==> src/rtl/ctrl_pkg.sv <==
// ctrl_pkg: shared definitions for the multicycle controller.
//   - opcode / func encodings of the 16-bit ISA
//   - FSM state encoding (also exported on the debug `state` port)
//   - ALU operation, ALU B-source, PC-source and trap-cause codes
//   - instruction class enum and the control word latched in DECODE
package ctrl_pkg;

    typedef enum logic [2:0] {
        S_FETCH  = 3'd0,
        S_DECODE = 3'd1,
        S_EXEC   = 3'd2,
        S_RWB    = 3'd3,
        S_MEM    = 3'd4,
        S_LWB    = 3'd5,
        S_TRAP   = 3'd6
    } state_t;

    localparam logic [3:0] OP_SHIFT = 4'b0000;
    localparam logic [3:0] OP_LW    = 4'b0001;
    localparam logic [3:0] OP_SW    = 4'b0010;
    localparam logic [3:0] OP_JMP   = 4'b0011;
    localparam logic [3:0] OP_BEQ   = 4'b0100;
    localparam logic [3:0] OP_BNE   = 4'b0101;
    localparam logic [3:0] OP_ORI   = 4'b0110;
    localparam logic [3:0] OP_NANDI = 4'b0111;
    localparam logic [3:0] OP_ADD   = 4'b1000;
    localparam logic [3:0] OP_ADDI1 = 4'b1001;
    localparam logic [3:0] OP_ADDI2 = 4'b1010;
    localparam logic [3:0] OP_NAND  = 4'b1011;
    localparam logic [3:0] OP_SUB   = 4'b1100;
    localparam logic [3:0] OP_SUBI1 = 4'b1101;
    localparam logic [3:0] OP_SUBI2 = 4'b1110;
    localparam logic [3:0] OP_OR    = 4'b1111;

    localparam logic [3:0] FN_SLL = 4'd1;
    localparam logic [3:0] FN_SRL = 4'd2;
    localparam logic [3:0] FN_SRA = 4'd3;

    localparam logic [2:0] ALU_ADD  = 3'b000;
    localparam logic [2:0] ALU_SUB  = 3'b001;
    localparam logic [2:0] ALU_NAND = 3'b010;
    localparam logic [2:0] ALU_SLL  = 3'b011;
    localparam logic [2:0] ALU_SRL  = 3'b100;
    localparam logic [2:0] ALU_OR   = 3'b101;
    localparam logic [2:0] ALU_SRA  = 3'b111;

    localparam logic [2:0] SRCB_REG  = 3'b000;
    localparam logic [2:0] SRCB_ONE  = 3'b001;
    localparam logic [2:0] SRCB_IMM  = 3'b010;
    localparam logic [2:0] SRCB_MOFF = 3'b011;
    localparam logic [2:0] SRCB_JT   = 3'b100;

    localparam logic [1:0] PCSRC_ALU  = 2'b00;
    localparam logic [1:0] PCSRC_JMP  = 2'b01;
    localparam logic [1:0] PCSRC_TRAP = 2'b10;

    localparam logic [1:0] CAUSE_ILLEGAL = 2'b01;
    localparam logic [1:0] CAUSE_TMO     = 2'b10;

    typedef enum logic [2:0] {
        CL_NONE   = 3'd0,
        CL_ALU_R  = 3'd1,   // register-register ALU op
        CL_ALU_I  = 3'd2,   // immediate ALU op or shift
        CL_BRANCH = 3'd3,
        CL_JMP    = 3'd4,
        CL_LOAD   = 3'd5,
        CL_STORE  = 3'd6
    } class_t;

    typedef struct packed {
        logic [2:0] alu_op;
        logic       sign_ext;
        logic       br_ne;     // branch flavour: 1 = BNE, 0 = BEQ
    } ctrl_word_t;

endpackage

==> src/rtl/ctrl_decode.sv <==
// ctrl_decode: combinational opcode/func decoder.
//   opcode, func : raw instruction fields (only the low 4 bits carry meaning)
//   cls          : instruction class
//   cw           : ALU op / sign-extend / branch flavour
//   illegal      : undefined encoding (nonzero upper bits, or bad shift func)
module ctrl_decode
    import ctrl_pkg::*;
#(
    parameter int OP_W   = 4,
    parameter int FUNC_W = 4
) (
    input  logic [OP_W-1:0]   opcode,
    input  logic [FUNC_W-1:0] func,
    output class_t            cls,
    output ctrl_word_t        cw,
    output logic              illegal
);

    logic [3:0] op4;
    logic [3:0] fn4;
    logic       hi_bad;

    assign op4    = opcode[3:0];
    assign fn4    = func[3:0];
    // Widened fields must keep their upper bits clear to stay legal.
    assign hi_bad = ((opcode >> 4) != '0) || ((func >> 4) != '0);

    always_comb begin
        cls     = CL_NONE;
        cw      = '0;
        illegal = hi_bad;
        case (op4)
            OP_ADD:   begin cls = CL_ALU_R; cw.alu_op = ALU_ADD; end
            OP_ADDI1: begin cls = CL_ALU_I; cw.alu_op = ALU_ADD; cw.sign_ext = 1'b1; end
            OP_ADDI2: begin cls = CL_ALU_I; cw.alu_op = ALU_ADD; end
            OP_SUB:   begin cls = CL_ALU_R; cw.alu_op = ALU_SUB; end
            OP_SUBI1: begin cls = CL_ALU_I; cw.alu_op = ALU_SUB; cw.sign_ext = 1'b1; end
            OP_SUBI2: begin cls = CL_ALU_I; cw.alu_op = ALU_SUB; end
            OP_NAND:  begin cls = CL_ALU_R; cw.alu_op = ALU_NAND; end
            OP_NANDI: begin cls = CL_ALU_I; cw.alu_op = ALU_NAND; end
            OP_OR:    begin cls = CL_ALU_R; cw.alu_op = ALU_OR; end
            OP_ORI:   begin cls = CL_ALU_I; cw.alu_op = ALU_OR; cw.sign_ext = 1'b1; end
            OP_BEQ:   begin cls = CL_BRANCH; cw.alu_op = ALU_SUB; end
            OP_BNE:   begin cls = CL_BRANCH; cw.alu_op = ALU_SUB; cw.br_ne = 1'b1; end
            OP_JMP:   cls = CL_JMP;
            OP_LW:    begin cls = CL_LOAD;  cw.alu_op = ALU_ADD; cw.sign_ext = 1'b1; end
            OP_SW:    begin cls = CL_STORE; cw.alu_op = ALU_ADD; cw.sign_ext = 1'b1; end
            OP_SHIFT: begin
                cls = CL_ALU_I;
                case (fn4)
                    FN_SLL:  cw.alu_op = ALU_SLL;
                    FN_SRL:  cw.alu_op = ALU_SRL;
                    FN_SRA:  cw.alu_op = ALU_SRA;
                    default: illegal = 1'b1;
                endcase
            end
        endcase
    end

endmodule

==> src/rtl/mc_ctrl_fsm.sv <==
// mc_ctrl_fsm: multicycle control FSM (FETCH/DECODE/EXEC/RWB/MEM/LWB/TRAP).
//   clk, rst        : clock, synchronous active-high reset
//   opcode, func    : instruction fields, sampled only in DECODE
//   mem_ready       : memory completion, sampled only in FETCH and MEM
//   pc_write .. br_ne, pc_src, alu_op, alu_src_a/b, sign_ext, read_r*_sel,
//   reg_dst, mem_to_reg : datapath strobes and selects
//   trap, trap_cause : one-cycle trap pulse and its reason
//   state           : current state, for debug
// Optional feature macro CTRL_TIMEOUT_EN: traps (cause 10) after TMO_CYC
// consecutive wait cycles in FETCH or MEM. Without it the FSM waits forever.
module mc_ctrl_fsm
    import ctrl_pkg::*;
#(
    parameter int OP_W    = 4,
    parameter int FUNC_W  = 4,
    parameter int TMO_CYC = 15
) (
    input  logic              clk,
    input  logic              rst,
    input  logic [OP_W-1:0]   opcode,
    input  logic [FUNC_W-1:0] func,
    input  logic              mem_ready,
    output logic              pc_write,
    output logic              ir_write,
    output logic              reg_write,
    output logic              mem_read,
    output logic              mem_write,
    output logic              br_eq,
    output logic              br_ne,
    output logic [1:0]        pc_src,
    output logic [2:0]        alu_op,
    output logic              alu_src_a,
    output logic [2:0]        alu_src_b,
    output logic              sign_ext,
    output logic              read_r2_sel,
    output logic              reg_dst,
    output logic              mem_to_reg,
    output logic [1:0]        read_r1_sel,
    output logic              trap,
    output logic [1:0]        trap_cause,
    output logic [2:0]        state
);

    state_t     state_q, state_d;
    class_t     cls_q, d_cls;
    ctrl_word_t cw_q, d_cw;
    logic       d_illegal;
    logic [1:0] cause_q, cause_d;
    logic       tmo_hit;

    ctrl_decode #(.OP_W(OP_W), .FUNC_W(FUNC_W)) u_decode (
        .opcode  (opcode),
        .func    (func),
        .cls     (d_cls),
        .cw      (d_cw),
        .illegal (d_illegal)
    );

`ifdef CTRL_TIMEOUT_EN
    localparam int TMO_W = ($clog2(TMO_CYC) > 4) ? $clog2(TMO_CYC) : 4;
    logic [TMO_W-1:0] tmo_cnt;

    // tmo_cnt holds the number of earlier consecutive wait cycles, so the
    // TMO_CYC-th waiting cycle is the one that diverts to TRAP.
    assign tmo_hit = !mem_ready && (tmo_cnt == TMO_W'(TMO_CYC - 1));

    always_ff @(posedge clk) begin
        if (rst)
            tmo_cnt <= '0;
        else if (mem_ready || state_d != state_q ||
                 !(state_q == S_FETCH || state_q == S_MEM))
            tmo_cnt <= '0;
        else
            tmo_cnt <= tmo_cnt + 1'b1;
    end
`else
    logic unused_tmo;
    assign unused_tmo = ^TMO_CYC;
    assign tmo_hit    = 1'b0;
`endif

    always_ff @(posedge clk) begin
        if (rst) begin
            state_q <= S_FETCH;
            cls_q   <= CL_NONE;
            cw_q    <= '0;
            cause_q <= '0;
        end else begin
            state_q <= state_d;
            if (state_q == S_DECODE) begin
                cls_q <= d_cls;
                cw_q  <= d_cw;
            end
            if (state_d == S_TRAP)
                cause_q <= cause_d;
        end
    end

    always_comb begin
        state_d     = state_q;
        cause_d     = CAUSE_ILLEGAL;
        pc_write    = 1'b0;
        ir_write    = 1'b0;
        reg_write   = 1'b0;
        mem_read    = 1'b0;
        mem_write   = 1'b0;
        br_eq       = 1'b0;
        br_ne       = 1'b0;
        pc_src      = PCSRC_ALU;
        alu_op      = ALU_ADD;
        alu_src_a   = 1'b0;
        alu_src_b   = SRCB_REG;
        sign_ext    = 1'b0;
        read_r2_sel = 1'b0;
        reg_dst     = 1'b0;
        mem_to_reg  = 1'b0;
        read_r1_sel = 2'b00;
        trap        = 1'b0;
        trap_cause  = 2'b00;
        case (state_q)
            S_FETCH: begin
                mem_read  = 1'b1;
                alu_src_b = SRCB_ONE;
                ir_write  = mem_ready;
                pc_write  = mem_ready;
                if (mem_ready) begin
                    state_d = S_DECODE;
                end else if (tmo_hit) begin
                    state_d = S_TRAP;
                    cause_d = CAUSE_TMO;
                end
            end
            S_DECODE: state_d = d_illegal ? S_TRAP : S_EXEC;
            S_EXEC: begin
                alu_op   = cw_q.alu_op;
                sign_ext = cw_q.sign_ext;
                state_d  = S_FETCH;
                case (cls_q)
                    CL_ALU_R: begin
                        alu_src_a = 1'b1;
                        state_d   = S_RWB;
                    end
                    CL_ALU_I: begin
                        alu_src_b   = SRCB_IMM;
                        read_r1_sel = 2'b01;
                        state_d     = S_RWB;
                    end
                    CL_BRANCH: begin
                        br_eq = !cw_q.br_ne;
                        br_ne = cw_q.br_ne;
                    end
                    CL_JMP: begin
                        pc_src    = PCSRC_JMP;
                        alu_src_b = SRCB_JT;
                        pc_write  = 1'b1;
                    end
                    CL_LOAD, CL_STORE: begin
                        alu_src_b   = SRCB_MOFF;
                        read_r1_sel = 2'b10;
                        read_r2_sel = 1'b1;
                        state_d     = S_MEM;
                    end
                    default: state_d = S_FETCH;
                endcase
            end
            S_RWB: begin
                reg_write = 1'b1;
                reg_dst   = 1'b1;
                state_d   = S_FETCH;
            end
            S_MEM: begin
                mem_read  = (cls_q == CL_LOAD);
                mem_write = (cls_q == CL_STORE);
                if (mem_ready) begin
                    state_d = (cls_q == CL_LOAD) ? S_LWB : S_FETCH;
                end else if (tmo_hit) begin
                    state_d = S_TRAP;
                    cause_d = CAUSE_TMO;
                end
            end
            S_LWB: begin
                reg_write  = 1'b1;
                mem_to_reg = 1'b1;
                state_d    = S_FETCH;
            end
            S_TRAP: begin
                trap       = 1'b1;
                pc_src     = PCSRC_TRAP;
                pc_write   = 1'b1;
                trap_cause = cause_q;
                state_d    = S_FETCH;
            end
            default: state_d = S_FETCH;
        endcase
    end

    assign state = state_q;

endmodule
==> config.mk <==
export PLATFORM = sky130hd
export DESIGN_NAME = mc_ctrl_fsm
export DESIGN_NICKNAME = d
export VERILOG_FILES = /design/src/rtl/ctrl_pkg.sv /design/src/rtl/ctrl_decode.sv /design/src/rtl/mc_ctrl_fsm.sv
export SDC_FILE = /design/constraint.sdc
export NUM_CORES = 1
export LEC_CHECK = 0
export ABC_CLOCK_PERIOD_IN_PS = 2900
export CAP_MARGIN = 15
export CORE_ASPECT_RATIO = 0.7
export CORE_MARGIN = 2
export CORE_UTILIZATION = 27
export DETAILED_ROUTE_END_ITERATION = 8
export GPL_ROUTABILITY_DRIVEN = 0
export PLACE_DENSITY_LB_ADDON = 0.12
export SYNTH_ARGS = -nofsm -noshare
export SYNTH_HDL_FRONTEND = slang
export SYNTH_SLANG_ARGS = --single-unit
==> constraint.sdc <==
create_clock -name clk -period 2.9 [get_ports clk]
set_clock_uncertainty 0.1 [all_clocks]
set_input_delay 0.87 -clock clk [delete_from_list [all_inputs] [get_ports clk]]
set_output_delay 0.87 -clock clk [all_outputs]
set_load 0.01 [all_outputs]
; ---- Word level (Yosys, flattened, before mapping)
; Index checks and enable logic that the tools add are counted.
[op_classes]
reduce_logical = 14
n_eq_ne = 31
n_mux = 39
[ops]
columns = operator, count
row1 = 4-bit == test (second input constant), 8
row2 = 3-bit case mux with 4 select lines, 2
row3 = 1-bit two-way mux, 22
row4 = 3-bit == test (second input constant), 7
row5 = 3-bit case mux with 3 select lines, 2
row6 = 3-bit case mux with 6 select lines, 1
row7 = 4-bit by 2-bit == test with 1-bit output (second input constant), 4
row8 = 4-bit by 3-bit == test with 1-bit output (second input constant), 4
row9 = 3-bit two-way mux, 5
row10 = 3-bit by 2-bit == test with 1-bit output (second input constant), 4
row11 = 3-bit case mux with 2 select lines, 2
row12 = 2-bit OR reduction, 6
row13 = 5-bit OR reduction, 2
row14 = 4-bit by 1-bit == test with 1-bit output (second input constant), 2
row15 = 2-bit case mux with 2 select lines, 2
row16 = 7-bit OR reduction, 1
row17 = 3-bit by 1-bit == test with 1-bit output (second input constant), 2
row18 = 4-bit zero test, 1
row19 = 4-bit OR reduction, 1
row20 = 3-bit zero test, 1
row21 = 1-bit case mux with 3 select lines, 1
row22 = 3-bit OR reduction, 1
row23 = 2-bit two-way mux, 1
row24 = 1-bit case mux with 2 select lines, 1
row25 = 1-bit zero test, 1
[totals]
input_bits = 11
register_bits = 12
word_cells = 90
output_inout_bits = 28

; ---- Longest topological paths before layout
[logic_depth]
ltp_word = 7
mapped_depth = 5

; ---- Hierarchy
; From an unflattened synthesis, not the netlist that was laid out.
[hier_totals]
cells_unflattened = 131
area_unflattened_um2 = 1069.8
[by_module_without_submodules]
columns = module, seq_area_each_um2, n_inst, area_each_um2, cells_per_inst
row1 = mc_ctrl_fsm, 240.2, 1, 822.0, 96
row2 = ctrl_decode, 0.0, 1, 247.7, 35

; ---- Worst setup path before layout
; No wires, ideal clock.
[synth_path]
kind = input port to output port
from = input mem_ready
to = output pc_write
path_stages = 3
arrival_time_ns = 1.689
t_required_ns = 1.930
setup_slack_ns = 0.241
path_cell_list = or3b_2 nor2_1 or3_1
[synth_via]
elab_chain_cells = 1
[synth_lines]
columns = item, line
row1 = "start, declared", mc_ctrl_fsm.sv:22  ; input logic mem_ready,
row2 = 1-bit case mux with 3 select lines, mc_ctrl_fsm.sv:120  ; case (state_q)
row3 = "end, declared", mc_ctrl_fsm.sv:23  ; output logic pc_write,
; Every way passes these cells.

; ---- Final worst setup path
[layout_path]
from = register state_q[2] (netlist: state[2])
to = output reg_write
[layout_via]
elab_chain_cells = 3
[layout_lines]
columns = item, line
row1 = "start, declared", mc_ctrl_fsm.sv:44  ; state_t state_q, state_d;
row2 = "start signal, assigned", mc_ctrl_fsm.sv:89  ; state_q <= state_d;
row3 = 3-bit == test or 3-bit by 2-bit == test with 1-bit output (tied branches), mc_ctrl_fsm.sv:120
row4 = 2-bit OR reduction (no line) (*), -
row5 = 1-bit two-way mux (*), mc_ctrl_fsm.sv:120
row6 = "end, declared", mc_ctrl_fsm.sv:25  ; output logic reg_write,
; Every way passes the cells marked *; elsewhere a longest branch is shown, timed or not.

==> impl.org <==
** Outcome
- The run finished with clean final reports.

** Finish
- Commonest cells after routing, fill and taps aside :: 31 x clkdlybuf4s50_1, 13 x nor2_1, 10 x a21oi_1
- Filler-free cell count of the finished design :: a little under 200
- Layout overhead on the synthesized area :: 60.5%
- Fill cells in the final layout number 304.
- At the end of the flow, the number of nets in the layout was 177.
- In the final layout, the multi-input gates occupy 627 sq um.
- The library cell used most frequently in the layout, excluding fill and tap cells, is clkdlybuf4s50_1.
- In the final layout, flip-flops and latches occupy 244 sq um.
- The number of antenna diodes in the final layout is 0.
- In the final layout, the share of cells above drive strength 1 is 17.4%.

** Pwr
- Worst vdd ir :: roughly 0.20 mV
- In this run the power density over the cells is around 330 nW/um^2.
- Total power of the final layout :: 474 uW
- Standby leakage power :: 0.000574 uW

** Job
- The tool flagged a number of max-cap violations equal to 0.

** Floorplanning
- After floorplanning, the core was divided into 17 placement rows.
- The total area inside the core boundary comes to 3150 sq um.
- Total Die Area :: between 3000 and 4000 sq um
- I/O pin count :: 39
- Die width :: 72.8 um
- Initial cell density of the core :: between 20% and 30%
- Height of the die :: 52.1 um

** Logic synthesis
- The synthesized netlist devotes between 20% and 30% of its cell area to compound gates.
- The number of nets in the synthesized netlist is 136.
- Post-synthesis average cell area :: 7.38 sq um
- In the synthesized netlist the async set-or-reset flop fraction comes to 0%.
- Basic-gate share of the synthesized area counting and, or, nand and nor cells :: a little over a third
- Summing the areas of all fa, ha and maj instances in the mapped netlist gives 5.60% of the synthesized area.
- Yosys printed 0 warnings.
- Main combinational cell family by area after synthesis :: simple AND/OR/NAND/NOR gates
- The cell count after synthesis came out at approximately 120.
- Post-synthesis share of cell area spent on xor and xnor gates :: roughly 3%
- The most used flip-flop cell after synthesis is dfxtp_1.
- Counting flops and latches in the post-synthesis netlist gives 12.
- Fraction of the yosys area taken by sequential cells :: between 20% and 30%
- In this run, synthesis inferred 0 flip-flops with an integrated enable.
- After synthesis the cells add up to 893 sq um.
- After synthesis, the netlist uses 40 different library cells.
- Multiplexer cells account for 0% of the synthesized area.

** Timing
- Final setup slack of the worst path :: 91.5 ps
- Total setup violations reported at the end of the flow :: 0
- Timing would allow up to around 360 MHz.
- Dividing the final minimum period by the clock period gives 96.8%.
- After layout, the minimum clock period comes to between 2000 and 3000 ps.
- Worst-case headroom to the max-slew limit :: around three fifths
- The final number of max-transition violations came to 0.
- The total count of hold-check failures in the final report was 0.
- Hold Slack :: 376 ps
- For the pin with the worst max-slew slack, the measured transition is 591 ps.
- Setup repair after global routing left no endpoint under its margin.

** Critical path
- For the worst setup path, the data arrival time is 1840 ps.
- Register-to-register setup slack :: approximately 940 ps
- Startpoint type of the worst setup path :: register
- Highest fanout seen on the critical path :: 12
- STA puts the critical path data required time at 1930 ps.
- The worst setup path is captured at an output port.
- WS Path Type :: register to output port

** Clock network
- Post-CTS setup buffer count :: 0
- TritonCTS built the clock tree.
- CTS built an H-tree with a depth of 1.
- Clock-pin slew on the worst setup and hold paths :: ~60 ps
- The later pin in the worst-skew pair is clocked with a latency of 240 ps.
- Hold_buf cts :: 0
- Maximum buffer depth of the clock tree :: 2
- Buffers inserted during clock tree synthesis total 3.
- CTS placed an instance of clkbuf_8 at the clock tree root.
- Number of clock sinks :: 12

** Routing
- DRC marker count from the first detailed-route iteration :: 59
- Once detail routing completed, the nets flagged for antenna violations numbered 0.
- The pre-antenna-repair detailed-routing pass consisted of 4 iterations.
- Vias post-DR :: 955
- After detailed routing, the average wire length per cell comes to 12.6 um.
- Vias per inst :: 4.80
- For this block, the routed nets add up to 2.51 mm of wire.
- After detailed routing, the number of remaining DRC violations is 0.

** Global route
- Remaining global-route overflow :: 0
- For this run, the total global-route usage over all layers was measured as between 10% and 20%.
- First-pass GRT wire length :: 4.02 mm
- Vias in the first global route :: 871
- Entering global routing, the biggest net connects 13 pins.
- Initial antenna violation count :: 0

** Placed design
- During placement, the flow inserted port buffers numbering 37.
- Detailed-placement wirelength estimate :: 1.92 mm
- Setup Slack @ Placement :: -666 ps
- After detailed placement, the design holds a cell count of 195.

** Worst hold path
- Worst hold path class :: register to register
[registers in the layout (all words and copies together) (netlist names)]
signal,flops
cls_q,3
state,3
cause_q,1
cw_q,5
[area by class of cell]
| type | instances | share of cell area, % |
|---|---|---|
| clock buffer | 4 | 3.84 |
| inverter | 7 | 1.83 |
| multi-input combinational | 92 | 43.7 |
| sequential | 12 | 17.0 |
| tap | 38 | 3.32 |
| timing repair buffer | 46 | 30.3 |
[worst max-delay path, stage by stage (launching register included)]
cell and delay, ps:
dfxtp_2 360, buf_6 170, inv_1 100, and3_1 200
or2_2 290, clkdlybuf4s50_1 470
[synth_stat cells (3+ instances only)]
cell type / count / area [sq um]
nor2_1: 14 / 52.6
dfxtp_1: 12 / 240
a21oi_1: 10 / 50.1
nand2_1: 9 / 33.8
inv_1: 7 / 26.3
and2_1: 6 / 37.5
clkbuf_1: 6 / 22.5
ha_1: 4 / 50.1
nand3_1: 4 / 20.0
nor3_1: 4 / 20.0
a211oi_1: 3 / 22.5
a311oi_1: 3 / 26.3
and3_1: 3 / 18.8
nor3b_1: 3 / 22.5
[stage by stage]
| stage | utilization [%] | setup TNS (ps) | instance area, sq um |
|---|---|---|---|
| after floorplan | - | 0 | 893 |
| after global placement | 42.3 | -1180 | 1330 |
| after detailed placement | 42.3 | -1250 | 1330 |
| after CTS | 44.2 | 0 | 1390 |
| after global routing | 45.5 | 0 | 1430 |
| final | 45.5 | 0 | 1430 |
[final timing paths]
kind | cells after the start | start | to
worst min register to register | 2 | cw_q[0] | cw_q[0]
worst min-delay path | 2 | cw_q[0] | cw_q[0]
worst max-delay path | 5 | state[2] | reg_write
worst max register to register | 4 | state[0] | cw_q[0]
[where the power goes]
part | internal [uW] | total [uW] | switching, uW
Sequential | 174 | 181 | 7.53
Combinational | 55.4 | 110 | 54.7
Clock | 120 | 182 | 62.5
Total | 349 | 474 | 125
[repair_timing]
| action | 4_1_cts | 5_1_grt |
|---|---|---|
| pin swaps | 1 | 1 |
| setup endpoints to repair | 8 | 11 |
| gates resized for setup | 15 | 11 |
[per-layer routing]
layer / up-vias / track usage, % / routed length (um)
met2: 25 / 22.7 / 1060
met5: - / 0 / 0
li1: 503 / - / -
met3: 2 / 3.68 / 122
met4: 0 / 3.70 / 20
met1: 425 / 18.5 / 1300
[cells by family after synthesis]
kind of cell / count (synthesis)
AOI/OAI and AO/OA: 27
xor gates and xnor gates: 3
adders and majority gates: 4
buffers and inverters: 17
DFF: 12
other: 1
and+or+nand+nor: 57
No activity file was read; power rests on OpenSTA's default activity.
